`src/rtl/color_shift_sequencer_pkg.sv`:
```
// color_shift_sequencer_pkg: shared state/op encodings and default widths for the colour-shift sequencer.
package color_shift_sequencer_pkg;
  localparam int STEP_W_DEF   = 5;
  localparam int RATE_W_DEF   = 8;
  localparam int MAX_STEP_DEF = 31;
  typedef enum logic [2:0] {S_IDLE, S_WAIT_BLANK, S_SETUP, S_PULSE, S_HOLD} state_e;
  typedef enum logic {OP_STEP, OP_CLEAR} op_e;
endpackage

```
`src/rtl/color_shift_sequencer_frame_rate_divider.sv`:
```
// frame_rate_divider: registered vblank rising-edge detect and frames-per-step counter producing a one-cycle step_tick.
module frame_rate_divider #(
  parameter int RATE_W = 8
) (
  input  logic              clk,
  input  logic              reset,
  input  logic              vblank,
  input  logic              enable,
  input  logic [RATE_W-1:0] rate,
  output logic              step_tick
);
  logic              vblank_q, vb_rise_q;
  logic [RATE_W-1:0] cnt_q, cnt_d, rate_eff;
  logic [RATE_W:0]   cnt_inc;
  always_comb begin
    rate_eff  = (rate == '0) ? RATE_W'(1) : rate;
    cnt_inc   = {1'b0, cnt_q} + (RATE_W+1)'(1);
    step_tick = enable & vb_rise_q & (cnt_inc >= {1'b0, rate_eff});
    cnt_d     = !(enable & vb_rise_q) ? cnt_q : step_tick ? '0 : cnt_inc[RATE_W-1:0];
  end
  always_ff @(posedge clk) begin
    if (reset) begin
      vblank_q  <= 1'b0;
      vb_rise_q <= 1'b0;
      cnt_q     <= '0;
    end else begin
      vblank_q  <= vblank;
      vb_rise_q <= vblank & ~vblank_q;
      cnt_q     <= cnt_d;
    end
  end
endmodule

```
`src/rtl/color_shift_sequencer.sv`:
```
// color_shift_sequencer: generates vblank-confined shft/clear strobes for the colour-shift stage.
// Define SHIFT_AUTO_WRAP_EN to turn a step from MAX_STEP into a clear op.
module color_shift_sequencer
  import color_shift_sequencer_pkg::*;
#(
  parameter int STEP_W   = STEP_W_DEF,
  parameter int RATE_W   = RATE_W_DEF,
  parameter int MAX_STEP = MAX_STEP_DEF
) (
  input  logic              clk,
  input  logic              reset,
  input  logic              vblank,
  input  logic              enable,
  input  logic [RATE_W-1:0] rate,
  input  logic              step_req,
  input  logic              clear_req,
  output logic              shft_out,
  output logic              shft_clr,
  output logic [STEP_W-1:0] step_idx,
  output logic              busy
);
  state_e            state_q;
  op_e               op_q, op_sel;
  logic              clr_pend_q, clr_pend_d, step_pend_q, step_pend_d;
  logic              shft_out_q, shft_clr_q, step_tick, svc;
  logic [STEP_W-1:0] idx_q;
  frame_rate_divider #(.RATE_W(RATE_W)) u_div (
    .clk      (clk),
    .reset    (reset),
    .vblank   (vblank),
    .enable   (enable),
    .rate     (rate),
    .step_tick(step_tick)
  );
  // Servicing either op consumes any pending step, so a clear always swallows a queued step.
  always_comb begin
    svc = (state_q == S_WAIT_BLANK) & vblank;
`ifdef SHIFT_AUTO_WRAP_EN
    op_sel = (clr_pend_q | (idx_q == STEP_W'(MAX_STEP))) ? OP_CLEAR : OP_STEP;
`else
    op_sel = clr_pend_q ? OP_CLEAR : OP_STEP;
`endif
    clr_pend_d  = clear_req | (clr_pend_q & ~svc);
    step_pend_d = step_req | step_tick | (step_pend_q & ~svc);
  end
  always_ff @(posedge clk) begin
    if (reset) begin
      state_q     <= S_IDLE;
      op_q        <= OP_STEP;
      clr_pend_q  <= 1'b1;
      step_pend_q <= 1'b0;
      shft_out_q  <= 1'b0;
      shft_clr_q  <= 1'b0;
      idx_q       <= '0;
    end else begin
      clr_pend_q  <= clr_pend_d;
      step_pend_q <= step_pend_d;
      unique case (state_q)
        S_IDLE: if (clr_pend_q | step_pend_q) state_q <= S_WAIT_BLANK;
        S_WAIT_BLANK: if (vblank) begin
          op_q       <= op_sel;
          shft_clr_q <= (op_sel == OP_CLEAR);
          state_q    <= S_SETUP;
        end
        S_SETUP: begin
          shft_out_q <= 1'b1;
          state_q    <= S_PULSE;
        end
        S_PULSE: begin
          shft_out_q <= 1'b0;
          idx_q      <= (op_q == OP_CLEAR) ? '0 : idx_q + STEP_W'(1);
          state_q    <= S_HOLD;
        end
        S_HOLD: begin
          shft_clr_q <= 1'b0;
          state_q    <= S_IDLE;
        end
        default: state_q <= S_IDLE;
      endcase
    end
  end
  assign shft_out = shft_out_q;
  assign shft_clr = shft_clr_q;
  assign step_idx = idx_q;
  assign busy     = (state_q != S_IDLE) | clr_pend_q | step_pend_q;
endmodule

```
`config.mk`:
```
export PLATFORM = sky130hd
export DESIGN_NAME = color_shift_sequencer
export DESIGN_NICKNAME = d
export VERILOG_FILES = /design/src/rtl/color_shift_sequencer_pkg.sv /design/src/rtl/color_shift_sequencer_frame_rate_divider.sv /design/src/rtl/color_shift_sequencer.sv
export SDC_FILE = /design/constraint.sdc
export NUM_CORES = 1
export LEC_CHECK = 0
export CORE_UTILIZATION = 51
export CTS_BUF_LIST = sky130_fd_sc_hd__clkbuf_8 sky130_fd_sc_hd__clkbuf_16
export DETAILED_ROUTE_END_ITERATION = 12
export GPL_TIMING_DRIVEN = 0
export HOLD_SLACK_MARGIN = 0.02
export PLACE_DENSITY = 0.75
export SYNTH_ARGS = -nofsm -noshare
export SYNTH_HDL_FRONTEND = slang
export SYNTH_SLANG_ARGS = --single-unit
```
`constraint.sdc`:
```
create_clock -name clk -period 3.3 [get_ports clk]
set_input_delay 0.66 -clock clk [delete_from_list [all_inputs] [get_ports clk]]
set_output_delay 0.66 -clock clk [all_outputs]
set_load 0.01 [all_outputs]
```
After elaboration in Yosys (flattened, before gate mapping)
Cells that the tools add are included.

word-level totals
  bits in registers = 23
  input port bits = 14
  output and inout bits = 8

cells by class
  add/sub/neg operators = 2
  $lt $le $gt $ge = 1
  eq/ne operators = 6
  multiplexer cells = 10
  bitwise gates (word level) = 14
  reductions and logical operators = 8

operators with widths
  kind                                                              count
  8-bit 2-to-1 mux                                                  2
  3-bit one-hot mux with 4 select lines                             1
  8-bit by 1-bit adder with 9-bit output (second input constant)    1
  9-bit by 8-bit >= comparator with 1-bit output                    1
  8-bit logical NOT                                                 1
  1-bit AND                                                         6
  3-bit by 2-bit == test with 1-bit output (second input constant)  2
  3-bit 2-to-1 mux                                                  2
  1-bit OR                                                          6
  2-bit AND reduction                                               3
  5-bit by 1-bit adder with 5-bit output (second input constant)    1
  5-bit 2-to-1 mux                                                  1
  2-bit inequality test (second input constant)                     2
  1-bit one-hot mux with 2 select lines                             2
  2-bit nonzero test                                                2
  3-bit by 1-bit == test with 1-bit output (second input constant)  1
  3-bit == test (second input constant)                             1
  3-bit logical NOT                                                 1
  3-bit nonzero test                                                1
  1-bit 2-to-1 mux                                                  2
  1-bit inverter                                                    2

Logic depth before layout (Yosys ltp)
Gate-level depths: netlist of run 1.

  depth in word-level cells = 6
  depth in mapped cells = 11

Hierarchy
A second synthesis of run 1 with hierarchy kept.

unflattened totals
  cell total of the unflattened synthesis = 137
  area total of the unflattened synthesis = 1277.5 um2

by module, submodules not included
  module                 instances  cells each  area each (um2)
  frame_rate_divider     1          81          708.2
  color_shift_sequencer  1          56          569.3

Least setup slack after synthesis of run 1
No wires, ideal clock.

  path type = flip-flop to flip-flop
  start point = register u_div.cnt_q[0]
  end point = register u_div.cnt_q[2]
  arrival = 2.323 ns
  path slack = 0.903 ns
  cell stages (with the launch flop) = 12
  buffers on the path = 1
  path through = dfxtp_1 > ha_1 > nand3_1 > nor2_1 > xor2_1 > ha_1 > a211oi_1 > a221oi_1 > a211oi_2 > buf_6 > nand4b_1 > a31oi_1

between the ends
  word-level cells in the longest chain between the ends = 4

RTL lines
  what                                            RTL line                                        RTL
  start, declared                                 color_shift_sequencer_frame_rate_divider.sv:13  logic [RATE_W-1:0] cnt_q, cnt_d, rate_eff;
  start signal, assigned                          color_shift_sequencer_frame_rate_divider.sv:29  cnt_q <= cnt_d;
  8-bit by 1-bit adder with 9-bit output *        color_shift_sequencer_frame_rate_divider.sv:17  cnt_inc = {1'b0, cnt_q} + (RATE_W+1)'(1);
  9-bit by 8-bit >= comparator with 1-bit output  color_shift_sequencer_frame_rate_divider.sv:18  step_tick = enable & vb_rise_q & (cnt_inc >= {1'b0, rate_eff});
  1-bit AND                                       color_shift_sequencer_frame_rate_divider.sv:18
  8-bit 2-to-1 mux *                              color_shift_sequencer_frame_rate_divider.sv:19  cnt_d = !(enable & vb_rise_q) ? cnt_q : step_tick ? '0 : cnt_inc[RATE_W-1:0];

Every way passes the cells marked *; elsewhere a longest branch is shown, timed or not.
A chain may end at the register's enable or synchronous reset.

Worst setup path after layout of run 1
Ends and elaborated chain as after synthesis.

==> results by stage, run 1 <==
Floorplan:
- The y dimension of the die is 51.3 µm.
- The horizontal extent of the die is 51.3 µm.
- The number of top-level design ports is 22.
- The core box area is between 2000 and 2500 µm².
- The floorplan has 17 rows.
- The initial cell density of the core is 55.0%.
- The die footprint is between 2000 and 3000 µm².

Synthesis:
- The mux contribution to synthesized area is 2.42%.
- Yosys mapped the design onto 33 distinct sky130hd cell types.
- The most area-hungry cell type in the Yosys netlist is dfxtp_1.
- The net count after synthesis is 173.
- By area, the combinational part of the netlist is dominated by simple AND/OR/NAND/NOR gates.
- The flop and latch count out of synthesis is 23.
- The synthesized netlist devotes roughly 10% of its cell area to adder and majority cells.
- The mean area per synthesized cell is approximately 8.3 µm².
- Sequential elements use 37.1% of the synthesized area.
- Of the total synthesized cell area, the portion taken by AND, OR, NAND and NOR gates is approximately a quarter.
- The summed instance area of the synthesized netlist is 1240 µm².
- Sorting the synthesized cells by area gives the leading types as dfxtp_1 (37%), ha_1 (10%), nand2_1 (5.1%).
- The xor-xnor portion of the synthesized cell area is a little over 7%.
- The portion of synthesized cell area occupied by the leading cell type is 37.1%.
- The fraction of the mapped netlist area in compound gates is between 10% and 20%.
- The count of synthesis-stage warnings from yosys is 0.
- Synthesis produced 149 cells.

Route:
- The total iterations of the first detailed-routing run is 4.
- After detailed routing, the average wire length per cell comes to about 12 µm.
- Summing over every cut layer, the via total after detailed routing is about 1.1k.
- The via-per-instance ratio is ~5.3.
- The wire length after detailed routing is around 2400 µm.
- In the routed design, unresolved DRC markers number 0.
- The detailed router finished its first iteration with 14 violations.
- The detail route stage leaves a number of antenna-violating nets equal to 0.

Critical path:
- The cell with the biggest individual delay on the critical path is dfxtp_1.
- For this run, the slowest stage of the critical path takes approximately 0.44 ns.
- The critical path goes through ha_1 > nand3_1 > nor2_1 > xor2_1 > ha_1 > a211oi_1 > a221oi_1 > a211oi_2 > buf_6 > nand4b_1 > a31oi_1.
- Counting both buffers and inverters, the worst setup path holds a total of 1.
- The worst setup path is captured at a register.
- The length in cells of the worst reg-to-reg path is 11.
- Grouping stages by cell kind, the critical path spends the most delay in compound AO/OA/AOI/OAI gates.
- The startpoint kind of the worst setup timing path is a register.
- The critical path in this run is classified as register to register.
- The critical path data arrival time is around 3.0 ns.
- The most numerous cell type found on the critical path is ha_1.
- The endpoint of the most critical register-to-register path is u_div.cnt_q[2].
- The number of logic stages on the critical path including buffering is 11.
- The maximum net fanout on the critical path is 10.
- The launch point of the worst reg-to-reg path is u_div.cnt_q[0].
- At the worst endpoint, the required time is 3.50 ns.
- The reg2reg setup slack is between 0.4 and 0.5 ns.

STA:
- The final critical path takes up approximately 86% of the cycle.
- The final worst clock skew is 0.00267 ns.
- The final-report hold violation count is 0.
- The final-report setup violation count is 0.
- The number of pins with negative max-slew slack in the final report is 0.
- The slew of the pin with the lowest slew margin is between 0.4 and 0.5 ns.
- The worst-case hold slack is between 0.3 and 0.4 ns.
- After routing, the total negative slack on setup checks comes to 0 ns.
- The worst max-slew margin expressed relative to the limit is 69.7%.
- Setup repair after global routing left no endpoint under its margin.
- For this run, the top clock speed supported by timing is between 300 and 400 MHz.
- The final critical delay including setup and external delays is roughly 2.8 ns.

Flow run:
- Max-cap violations in this run came to 0.

Layout:
- The number of nets in the finished design is around 200.
- The number of antenna diodes in the final layout is 0.
- The sequential cell area is roughly 460 µm².
- In the layout the commonest cells are dfxtp_1 (23), clkdlybuf4s50_1 (20), nand2_1 (17), nor2_1 (15).
- The area occupied by multi-input gates is around 710 µm².
- The most frequent standard cell in the layout excluding fill and tap cells is dfxtp_1.
- The area growth from synthesis to layout is 22.7%.
- The post-layout utilization of the core is approximately two thirds.
- Once layout is complete, the cells apart from fillers number roughly 200.
- The layout cell share with drive strength beyond 1 is 5.20%.
- Counting the fill cells in the layout gives 210.

Global route:
- The number of global-route vias before repair is between 1k and 1.5k.
- The global router's overall resource usage is between 20 and 25%.
- The first-pass GRT wire length is 4420 µm.
- Entering global routing, the biggest net connects 14 pins.
- The initial antenna violation count is 0.
- The total overflow left after global routing is 0.

Power:
- The total design power is between 0.0005 and 0.0006 W.
- Combinational logic is responsible for between 10% and 20% of the overall power.
- Of the total power, the share spent switching nets is between 20% and 30%.
- The clock network accounts for 33.0% of the total power.
- The total leakage power is around 0.64 nW.
- The maximum resistive drop on vdd is approximately 0.37 mV.
- Summed over all nets, the switching power comes to between 0.0001 and 0.00015 W.
- The design internal power is 0.000405 W.
- The ratio of total power to cell area is roughly 350 nW/µm².
- The fraction of power consumed by sequential logic is between 50% and 60%.

Clock tree:
- The TritonCTS clock tree is done.
- CTS saw 23 sinks.
- The post-cts gate resize count is 0.
- The hold buffer count at cts is 0.
- The clock transition time at the flip-flop clock pins of the worst setup and hold paths is 0.08 ns.
- For the worst-skew pair, the clock arrives at the later sink with an insertion delay of about 0.27 ns.
- No sink is reached through more buffers than the 2 on the longest clock path.
- After clock tree synthesis, the setup repair step added 0 buffers.
- The cell chosen for the clock root is clkbuf_8.
- In this run the number of H-tree levels came out at 1.
- The number of buffers added by the clock tree synthesis step is 3.

Worst hold path:
- The path class of the tightest hold or removal check is register to register.
- The origin of the worst min-delay path is u_div.vblank_q.
- The path with the worst hold slack has its endpoint at u_div.vb_rise_q.
- The worst hold path stage count is 1.

Placed design:
- The global placement routability congestion is 0.801.
- The number of buffer cells added on primary ports is 20.
- The detailed placement HPWL is about 1900 µm.
- The number of placed instances, taps included, is approximately 200.

Run status:
- The run finished with clean final reports.
-- cells in the mapped netlist --
library cell and n:
a31oi_1 2, inv_1 10, ha_1 10, o21ai_0 3, o21a_1 1, nand4_1 4, mux2i_1 3, nor2_1 15
a41o_1 1, and3_1 1, and3_2 1, buf_6 1, a21o_1 1, nor3_1 3, o21bai_1 1, nor2b_1 5
nand2_1 17, nand3_1 9, dfxtp_1 23, nand3b_1 3, nor4_1 1, nand4b_1 1, a211oi_1 3, xor2_1 7
a221oi_1 1, a21oi_1 8, xnor2_1 3, and2_1 3, a211oi_2 1, buf_2 1, a211o_1 1, o21ba_2 1
clkbuf_1 4
-- worst max path at each step --
| stage | start | end | slack, ns |
|---|---|---|---|
| 2_1_floorplan | u_div.cnt_q[0] | u_div.cnt_q[2] | 0.90 |
| 3_3_place_gp | rate[5] | u_div.cnt_q[2] | 0.43 |
| 3_5_place_dp | rate[5] | u_div.cnt_q[2] | 0.39 |
| 4_1_cts | u_div.cnt_q[0] | u_div.cnt_q[2] | 0.49 |
| 5_1_grt | u_div.cnt_q[0] | u_div.cnt_q[4] | 0.23 |
| 6_report | u_div.cnt_q[0] | u_div.cnt_q[2] | 0.47 |
-- stage by stage --
| step | area [µm²] | setup slack (ns) |
|---|---|---|
| after floorplan | 1240 | 0.903 |
| after global placement | 1480 | 0.426 |
| after detailed placement | 1480 | 0.395 |
| after CTS | 1520 | 0.488 |
| after global routing | 1520 | 0.234 |
| final | 1520 | 0.470 |
-- power groups by stage --
stage	Combinational, W	Clock, W	Sequential (W)
floorplan	0.0000338	0	0.000301
global placement	0.0000614	0	0.000301
detailed placement	0.0000632	0	0.000301
CTS	0.0000635	0.000181	0.000295
global route	0.0000720	0.000191	0.000296
finish	0.0000628	0.000176	0.000295
-- sequential cells by signal (all words and copies together), names as in the netlist --
name	flops
clr_pend_q	1
op_q	1
shft_clr	1
shft_out	1
state_q	3
step_idx	5
step_pend_q	1
u_div.cnt_q	8
u_div.vb_rise_q	1
u_div.vblank_q	1
-- metal layers --
layer / track usage, % / vias to the layer above / share of wire, %
met3: 4.46 / 5 / 2.0
met1: 29.1 / 485 / 51
met2: 36.8 / 10 / 45
li1: - / 568 / -
met5: 0 / - / 0
met4: 10.8 / 0 / 1.9
-- kinds of logic (layout without fill, tap and decap cells) --
| family | after synthesis | in the layout |
|---|---|---|
| simple gates | 63 | 63 |
| fa+ha+maj | 10 | 10 |
| mux | 3 | 3 |
| xor+xnor | 10 | 10 |
| flops | 23 | 23 |
| buf+inv | 16 | 40 |
| compound gates | 24 | 24 |
-- cell type report --
class	instances	area share (%)
inverters	10	2.47
clock buffers	3	2.71
multi-input cells	110	46.8
flip-flops and latches	23	30.2
plain buffers	6	2.05
clock inverters	1	0.329
well taps	28	2.30
repair buffers	20	13.1
Note: power is estimated with default switching activity, not from simulation.
==> run 2, diff against run 1 <==
CORE_UTILIZATION = 55   (was 51)
PLACE_DENSITY = 0.8   (was 0.75)
SETUP_SLACK_MARGIN = 0.02   (was unset)
clock period = 3.35 ns   (was 3.3 ns; I/O delays follow)
==> results by stage, run 2 (synthesis results as in run 1) <==
Critical path:
- The critical path in this run is classified as register to register.
- The worst register-to-register path begins at u_div.cnt_q[0].
- At the worst endpoint, the arrival time is slightly below 3 ns.
- In this run the worst setup path begins at u_div.cnt_q[0].
- The startpoint kind of the worst setup timing path is a register.
- The kind of end point of the critical path is a register.
- At the worst endpoint, the required time is between 3 and 4 ns.
- In this run the worst path has a maximum fanout of 10.

STA:
- The final critical delay including setup and external delays is 2.77 ns.
- The highest clock rate is 361 MHz.
- After routing, the total negative slack on setup checks comes to 0 ns.
- The post-route clock period utilization is between 80% and 90%.
- The final-report hold violation count is 0.
- The worst max-slew margin expressed relative to the limit is a little over two thirds.
- The number of pins with negative max-slew slack in the final report was 0.
- Setup violations remaining at the end of the flow were counted as 0.
- At the pin with the least slew margin, the transition time is 0.446 ns.
- Setup repair after global routing left no endpoint under its margin.
- The clock arrives with around 0.0016 ns of skew.

Layout:
- From synthesis to final layout, the design area changed by 22.5%.
- The layout cell share with drive strength beyond 1 is 4.62%.
- The largest register by flop count is u_div.cnt_q.
- The number of nets in the finished design is ~200.
- The most frequent standard cell in the layout excluding fill and tap cells is dfxtp_1.
- The antenna diode count is 0.
- The library cells used most frequently in the layout, excluding fill and tap cells, are dfxtp_1 (23), clkdlybuf4s50_1 (20), nand2_1 (17), nor2_1 (15), inv_1 (11).
- The register with the most flip-flops in the layout has 8 of them.

Clock tree:
- The number of hold buffers added after CTS was 0.
- The number of clock sinks is 23.
- The root buffer cell chosen for the clock tree is clkbuf_8.
- TritonCTS built the clock tree.
- The clock network latency to the later pin of the worst-skew pair is 0.26 ns.
- The longest clock path from root to sink contains 2 buffers.
- The post-cts gate resize count is 0.
- The number of buffers added by the clock tree synthesis step is 3.
- Post-CTS timing repair inserted 0 buffers for setup.
- Clock-pin slew was measured on the worst setup and hold paths at 0.07 ns.
- The level count of the clock H-tree is 1.

Placed design:
- The count of buffers added on input and output ports is 20.
- The detailed placement HPWL is 1990 µm.
- The global placement routability congestion is 0.809.

Route:
- Detailed routing placed a total of 82 µm of wire on met3.
- For this run, the detailed router's first-pass iteration total came to 4.
- The total via count after detailed routing is 1106.
- The remaining antenna violation count after routing is 0.
- The wire length after detailed routing is 2520 µm.
- The post-detailed-route wirelength per cell is around 13 µm.
- The DRC violation count after routing is 0.
- The starting DRC count in detailed routing is 24.
- The highest layer used for signal routing is met4.
- The total length of routed met2 wires is 1290 µm.
- In the routed layout, each cell is associated on average with a via count of ~5.5.
- After detailed routing, the wire length on met1 is 1130 µm.

Global route:
- The aggregate global routing overflow is 0.
- The number of global-route vias before repair is 1062.
- The first-pass GRT wire length is around 4500 µm.
- The initial antenna violation count is 0.
- The pin count of the biggest net entering global routing is 13.
- The global router's overall resource usage is between 20% and 30%.

Power:
- The total design power is around 0.00052 W.
- The maximum resistive drop on vdd is between 0.3 and 0.4 mV.
- The ratio of total power to cell area is 339 nW/µm².
- The analysis attributes to cell leakage a power of approximately 0.64 nW.

Floorplan:
- The die footprint is 2450 µm².
- The die is roughly 50 µm wide.
- The core box area is roughly 2000 µm².
- The standard-cell row count is 16.
- The die is ~50 µm tall.
- In this run the count of I/O pins placed on the die edge is 22.
- The initial utilization of the core area, before any placement, comes to just over 60%.

Run status:
- The flow ran to the end, and the final reports show no timing, DRC or antenna violations.

Worst hold path:
- The origin of the worst min-delay path is u_div.vblank_q.
- The class of the tightest hold or removal check is register to register.

Flow run:
- The tool flagged a number of max-cap violations equal to 0.
[run 2: cell types whose count changed in the layout (fill, tap and decap cells not counted), sizes merged]
cell and change:
clkinv -1, inv +1
[run 2: routing by layer]
| layer | vias up | global-route usage [%] |
|---|---|---|
| met4 | 0 | 5.71 |
| li1 | 565 | - |
| met1 | 523 | 28.1 |
| met5 | - | 0 |
| met3 | 2 | 5.86 |
| met2 | 16 | 43.8 |
[run 2: critical path, cell delays in order, from the launching register on]
cell,delay [ns]
dfxtp_1,0.43
ha_1,0.26
nand3_1,0.22
nor2_1,0.18
xor2_1,0.23
ha_1,0.28
a211oi_1,0.26
a221oi_1,0.13
a211oi_2,0.26
buf_6,0.18
nand4b_1,0.11
a31oi_1,0.16
[run 2: final timing paths]
path,end,slack (ns),cells past startpoint
min reg2reg,u_div.vb_rise_q,0.39,1
max,u_div.cnt_q[2],0.58,11
max reg2reg,u_div.cnt_q[2],0.58,11
min,u_div.vb_rise_q,0.39,1
[run 2: per-stage QoR]
| step | setup slack, ns | util (%) | area [µm²] | hold slack, ns | cells |
|---|---|---|---|---|---|
| after global routing | 0.316 | 74.4 | 1520 | 0.409 | 200 |
| after CTS | 0.578 | 74.4 | 1520 | 0.399 | 200 |
| after global placement | 0.485 | 72.2 | 1480 | 0.378 | 196 |
| after floorplan | 0.953 | - | 1240 | 0.367 | 149 |
| final | 0.577 | 74.4 | 1520 | 0.395 | 200 |
| after detailed placement | 0.437 | 72.2 | 1480 | 0.384 | 196 |
[run 2: final cells by class]
cell class	instances	area, µm²
Inverter	10	37.5
Tap cell	27	33.8
Fill cell	160	522
Buffer	6	31.3
Multi-Input combinational cell	110	712
Clock buffer	3	41.3
Clock inverter	1	3.75
Timing Repair Buffer	20	200
Sequential cell	23	460
[run 2: power breakdown]
part           switching, W  internal (W)  leakage (nW)  total (W)
clock             0.0000807     0.0000817        0.0269   0.000162
sequential       0.00000825      0.000283         0.187   0.000291
combinational     0.0000288     0.0000340         0.430  0.0000628
total              0.000118      0.000398         0.644   0.000516
